$ cat config.mk
export PLATFORM = sky130hd
export DESIGN_NAME = bg_scroll_renderer
export DESIGN_NICKNAME = d
export VERILOG_FILES = /design/src/rtl/bg_render_pkg.sv /design/src/rtl/bg_delay_line.sv /design/src/rtl/bg_scroll_renderer.sv
export SDC_FILE = /design/constraint.sdc
export NUM_CORES = 1
export LEC_CHECK = 0
export CORE_MARGIN = 2
export CORE_UTILIZATION = 35
export CTS_CLUSTER_SIZE = 25
export DETAILED_ROUTE_END_ITERATION = 6
export HOLD_SLACK_MARGIN = 0.15
export PLACE_DENSITY = 0.7
export SYNTH_ARGS = -nofsm -noshare
export SYNTH_HDL_FRONTEND = slang
export SYNTH_SLANG_ARGS = --single-unit
$ cat constraint.sdc
create_clock -name vga_clk -period 3.1 [get_ports vga_clk]
set_input_delay 0.775 -clock vga_clk [delete_from_list [all_inputs] [get_ports vga_clk]]
set_output_delay 0.775 -clock vga_clk [all_outputs]
set_load 0.02 [all_outputs]
$ cat src/rtl/bg_render_pkg.sv
// Shared types and helpers for the background scroll renderer.
package bg_render_pkg;

  localparam int DEFAULT_IDX_W = 8;

  typedef struct packed {
    logic [3:0] red;
    logic [3:0] green;
    logic [3:0] blue;
  } rgb4_t;

  // Row-major texel address. With IMG_W a power of two, the shift-or is
  // the same as {ty, tx}: tx occupies the low tx_bits bits.
  function automatic logic [19:0] texel_addr(input logic [9:0] tx,
                                             input logic [9:0] ty,
                                             input int         tx_bits);
    return ({10'd0, ty} << tx_bits) | {10'd0, tx};
  endfunction

endpackage

$ cat src/rtl/bg_delay_line.sv
// Fixed-depth shift register with synchronous active-low clear.
// A reset empties every stage, so nothing already in flight survives it.
module bg_delay_line
  import bg_render_pkg::*;
#(
  parameter int DEPTH = 2,
  parameter int WIDTH = 1
) (
  input  logic             vga_clk,
  input  logic             reset_n,
  input  logic [WIDTH-1:0] din,
  output logic [WIDTH-1:0] dout
);

  logic [WIDTH-1:0] stage [DEPTH];

  // Shift din through DEPTH registers; clear all stages on reset.
  always_ff @(posedge vga_clk) begin
    if (!reset_n) begin
      for (int i = 0; i < DEPTH; i++) stage[i] <= '0;
    end else begin
      stage[0] <= din;
      for (int i = 1; i < DEPTH; i++) stage[i] <= stage[i-1];
    end
  end

  assign dout = stage[DEPTH-1];

endmodule

$ cat src/rtl/bg_scroll_renderer.sv
// Full-screen scrolling background layer for the VGA path.
// Screen pixel -> texel address (power-of-two scale and wrap) -> external
// synchronous ROM -> external combinational palette -> registered RGB.
// Latency from DrawX/DrawY/blank to RGB is ROM_LATENCY+2 cycles.
// Optional: define BG_RENDER_TRANSPARENT_EN to add the TRANSPARENT_IDX
// parameter and the opaque output.
module bg_scroll_renderer
  import bg_render_pkg::*;
#(
  parameter int IMG_W       = 32,
  parameter int IMG_H       = 32,
  parameter int SCALE_LOG2  = 4,
  parameter int IDX_W       = DEFAULT_IDX_W,
  parameter int ROM_LATENCY = 1,
`ifdef BG_RENDER_TRANSPARENT_EN
  parameter int TRANSPARENT_IDX = 0,
`endif
  parameter int ADDR_W      = $clog2(IMG_W*IMG_H)
) (
  input  logic              vga_clk,
  input  logic              reset_n,
  input  logic [9:0]        DrawX,
  input  logic [9:0]        DrawY,
  input  logic              blank,
  input  logic              frame_start,
  input  logic [9:0]        scroll_x,
  input  logic [9:0]        scroll_y,
  input  logic              auto_scroll,
  input  logic [3:0]        scroll_step,
  output logic [ADDR_W-1:0] rom_address,
  input  logic [IDX_W-1:0]  rom_q,
  output logic [IDX_W-1:0]  pal_index,
  input  logic [3:0]        pal_red,
  input  logic [3:0]        pal_green,
  input  logic [3:0]        pal_blue,
  output logic [3:0]        red,
  output logic [3:0]        green,
  output logic [3:0]        blue,
  output logic [9:0]        frame_x
`ifdef BG_RENDER_TRANSPARENT_EN
  ,
  output logic              opaque
`endif
);

  localparam int TX_W = $clog2(IMG_W);
  localparam int TY_W = $clog2(IMG_H);

  logic [9:0]      sy;
  logic [10:0]     ux;
  logic [10:0]     uy;
  logic [TX_W-1:0] tx;
  logic [TY_W-1:0] ty;
  logic            blank_d;
  logic            show;
  rgb4_t           pix;

  // Scroll offsets are sampled only on frame_start so a frame never tears.
  // Auto mode wraps at 1024 on purpose.
  always_ff @(posedge vga_clk) begin
    if (!reset_n) begin
      frame_x <= '0;
      sy      <= '0;
    end else if (frame_start) begin
      if (auto_scroll) frame_x <= frame_x + {6'd0, scroll_step};
      else             frame_x <= scroll_x;
      sy <= scroll_y;
    end
  end

  // Scrolled coordinates, scaled down and wrapped by bit truncation.
  always_comb begin
    ux = {1'b0, DrawX} + {1'b0, frame_x};
    uy = {1'b0, DrawY} + {1'b0, sy};
    tx = TX_W'(ux >> SCALE_LOG2);
    ty = TY_W'(uy >> SCALE_LOG2);
  end

  // Stage 0: register the texel address presented to the ROM.
  always_ff @(posedge vga_clk) begin
    if (!reset_n) rom_address <= '0;
    else          rom_address <= ADDR_W'(texel_addr(10'(tx), 10'(ty), TX_W));
  end

  assign pal_index = rom_q;

  // blank travels alongside the ROM access so it lines up with rom_q.
  bg_delay_line #(
    .DEPTH (ROM_LATENCY + 1),
    .WIDTH (1)
  ) u_blank_dly (
    .vga_clk (vga_clk),
    .reset_n (reset_n),
    .din     (blank),
    .dout    (blank_d)
  );

`ifdef BG_RENDER_TRANSPARENT_EN
  assign show = blank_d && (rom_q != IDX_W'(TRANSPARENT_IDX));
`else
  assign show = blank_d;
`endif

  // Output register: palette colour when visible, black otherwise.
  always_ff @(posedge vga_clk) begin
    if (!reset_n)  pix <= '0;
    else if (show) pix <= '{red: pal_red, green: pal_green, blue: pal_blue};
    else           pix <= '0;
  end

`ifdef BG_RENDER_TRANSPARENT_EN
  // Coverage flag for the colour mux, aligned with the RGB register.
  always_ff @(posedge vga_clk) begin
    if (!reset_n) opaque <= 1'b0;
    else          opaque <= show;
  end
`endif

  assign red   = pix.red;
  assign green = pix.green;
  assign blue  = pix.blue;

endmodule
==> impl_metrics.env <==
export IMPL_tightest_slew_ns=0.486
export IMPL_wl_per_cell_um=13.9
export IMPL_synth_edf_count=0
export IMPL_start_kind="input pin"
export IMPL_dieHeight_um=85.4
export IMPL_syn_to_final_growth_pct=44.0
export IMPL_outcome="finished, final reports clean"
export IMPL_final_max_slew_viol_count=0
export IMPL_clk_latency_ns=0.29
export IMPL_internal_power_mw=0.993
export IMPL_cp_slowest_stage_delay_ns=0.42
export IMPL_antenna_found_initial=0
export IMPL_arrival_ns=2.69
export IMPL_vias=2128
export IMPL_routed_wl_mm=5.70
export IMPL_clockPowerShare_pct=28.5
export IMPL_synth_async_reset_ratio_pct=0
export IMPL_maxCapViolCount=0
export IMPL_core_mm2=0.00639
export IMPL_cts_resized=0
export IMPL_drt_pass1_iter_count=4
export IMPL_finalClockSkew_ns=0.00624
export IMPL_netlist_area_mm2=0.00232
export IMPL_routabilityCongestion=0.779
export IMPL_hold_path_class="reg2reg"
export IMPL_port_buffers=89
export IMPL_cts_made_buffers=5
export IMPL_nets=419
export IMPL_final_common_cell="clkdlybuf4s50_1"
export IMPL_seqPwrFrac_pct=44.8
export IMPL_cts_setup_buffers=0
export IMPL_grtUsageTotal_pct=15.6
export IMPL_chipWidth_um=85.4
export IMPL_overflow=0
export IMPL_avgViaCountPerCell=5.20
export IMPL_cp_data_required_time_ns=3.32
export IMPL_syn_inst=250
export IMPL_dpl_hpwl_mm=4.30
export IMPL_p_leak_nw=1.38
export IMPL_relSlewSlack_pct=67.5
export IMPL_rsz0062_at_grt="false"
export IMPL_max_freq_mhz=405
export IMPL_critPathCaptureType="flip-flop"
export IMPL_postCtsHoldBufs=0
export IMPL_synth_area_per_cell_um2=9.27
export IMPL_synth_distinct_cells=50
export IMPL_ys_ff_latch=43
export IMPL_grt_pass1_wl_mm=9.12
export IMPL_drive_above_1_share_pct=6.33
export IMPL_diodes=0
export IMPL_drc=0
export IMPL_switching_share_pct=27.7
export IMPL_synth_top_area_cell="dfxtp_1"
export IMPL_holdWs_ns=0.439
export IMPL_cts_sinks=43
export IMPL_finalCriticalPeriod_ns=2.47
export IMPL_dieArea_mm2=0.00729
export IMPL_final_cell_mix="clkdlybuf4s50_1 (89), dfxtp_1 (43), nor2_1 (18), ha_1 (18), and3_1 (15)"
export IMPL_final_setup_tns_ns=0
export IMPL_fill_cells=577
export IMPL_multiInputGateArea_mm2=0.00131
export IMPL_final_period_utilization_pct=79.7
export IMPL_first_iter_violations=91
export IMPL_synthTopCellsByArea="dfxtp_1 (37%), ha_1 (9.7%), mux2i_1 (5.6%)"
export IMPL_grt_pass1_vias=1972
export IMPL_crit_type="in2reg"
export IMPL_cts_max_level=2
export IMPL_ys_flop_type="dfxtp_1"
export IMPL_yosysSeqAreaShare_pct=37.1
export IMPL_yosysWarnings=0
export IMPL_pin_count=109
export IMPL_grt_max_degree=30
export IMPL_seq_area_um2=861
export IMPL_synth_fp_nets=338
export IMPL_path_cells="clkdlybuf4s50_1, ha_1, fa_1, a21o_1, a21o_1, a41o_1, a22oi_2"
export IMPL_comb_power_share_pct=26.7
export IMPL_cp_max_fo=6
export IMPL_yosysTopAreaCellShare_pct=37.1
export IMPL_rows=29
export IMPL_final_hold_viol_count=0
export IMPL_root_buffer="clkbuf_8"
export IMPL_clockBufferDepth=2
export IMPL_path_common_cell="a21o_1"
export IMPL_start_util_pct=36.3
export IMPL_ant_nets=0
export IMPL_netSwitchingPower_mw=0.381
export IMPL_power_density_mw_per_mm2=412
export IMPL_path_clk_slew_ns=0.08
export IMPL_finalSetupViolations=0
export IMPL_cts_tree="built"
export IMPL_slowest_stage="clkdlybuf4s50_1"
export IMPL_ir_worst_vdd_mv=0.181
==> area by class of cell <==
class	count	share of cell area, %
multi-input combinational	179	39.3
tap	77	2.89
clock buffer	8	3.00
timing repair buffer	93	28.0
sequential	43	25.8
inverter	9	1.01
==> power groups by stage <==
stage | logic (mW) | clock network, mW | registers, mW
floorplan | 0.179 | 0 | 0.661
global placement | 0.361 | 0 | 0.628
detailed placement | 0.367 | 0 | 0.629
CTS | 0.369 | 0.408 | 0.616
global route | 0.401 | 0.439 | 0.621
finish | 0.367 | 0.392 | 0.616
==> logic make-up (layout without fill, tap and decap cells) <==
group,Yosys count,after routing,synth area share (%)
AO/OA/AOI/OAI,57,57,18.5
XOR/XNOR,3,3,1.13
adder cells (fa/ha/maj),19,19,10.6
buffers and inverters,28,110,6.26
flip-flops,43,43,37.1
multiplexers,14,14,6.10
AND/OR/NAND/NOR,86,86,20.3
==> registers in the layout (all words and copies together) (netlist names) <==
| name | count |
|---|---|
| sy | 9 |
| u_blank_dly.stage | 2 |
| blue | 4 |
| red | 4 |
| green | 4 |
| rom_address | 10 |
| frame_x | 10 |
==> worst max-delay path, delay by kind of cell <==
kind	cells	cell delay (ns)
adder cells (fa/ha/maj)	2	0.63
buffers and inverters	1	0.42
AO/OA/AOI/OAI	4	0.87
==> worst paths after layout <==
check | startpoint | endpoint | slack [ns] | depth (start not counted)
max reg2reg | frame_x[0] | frame_x[8] | 1.21 | 6
max | scroll_step[0] | frame_x[8] | 0.63 | 7
min reg2reg | u_blank_dly.stage[0][0] | u_blank_dly.stage[0][1] | 0.44 | 1
min | u_blank_dly.stage[0][0] | u_blank_dly.stage[0][1] | 0.44 | 1
==> through the flow <==
step | area [um2] | utilization [%] | power, mW | setup WS (ns) | cells
floorplan | 2320 | - | 0.840 | 0.868 | 250
global route | 3340 | 52.2 | 1.46 | 0.579 | 409
CTS | 3340 | 52.2 | 1.39 | 0.626 | 409
finish | 3340 | 52.2 | 1.37 | 0.630 | 409
detailed placement | 3240 | 50.7 | 0.995 | 0.315 | 401
global placement | 3240 | 50.7 | 0.989 | 0.369 | 401
==> Yosys cell counts, types with 2 or more instances <==
cell	count
nand3_1	10
a41o_1	2
a311oi_1	2
nor2_1	18
nand4_1	3
o21ai_0	6
xor2_1	2
a31oi_1	7
a21oi_1	8
a211oi_1	7
or3_1	2
mux2i_1	13
nor3b_1	3
nand4b_1	2
o211ai_1	2
nor3_1	7
dfxtp_1	43
a21boi_1	2
o2111ai_1	2
a21o_1	2
nand3b_1	5
nor2b_1	4
buf_4	9
clkbuf_1	3
and2_1	4
nor4_1	2
ha_1	18
and3_1	15
a2111oi_2	2
nand2_1	8
buf_2	5
a21oi_2	3
buf_1	2
o21ai_1	3
inv_1	8
o21a_1	2
==> layer usage <==
| metal | vias up | global-route usage, % | part of all wire, % |
|---|---|---|---|
| met5 | - | 0 | 0 |
| met2 | 65 | 26.5 | 49 |
| met4 | 0 | 6.20 | 1.8 |
| li1 | 1079 | - | - |
| met1 | 975 | 18.8 | 43 |
| met3 | 9 | 3.70 | 6.4 |
Power figures use the tool's default switching activity.
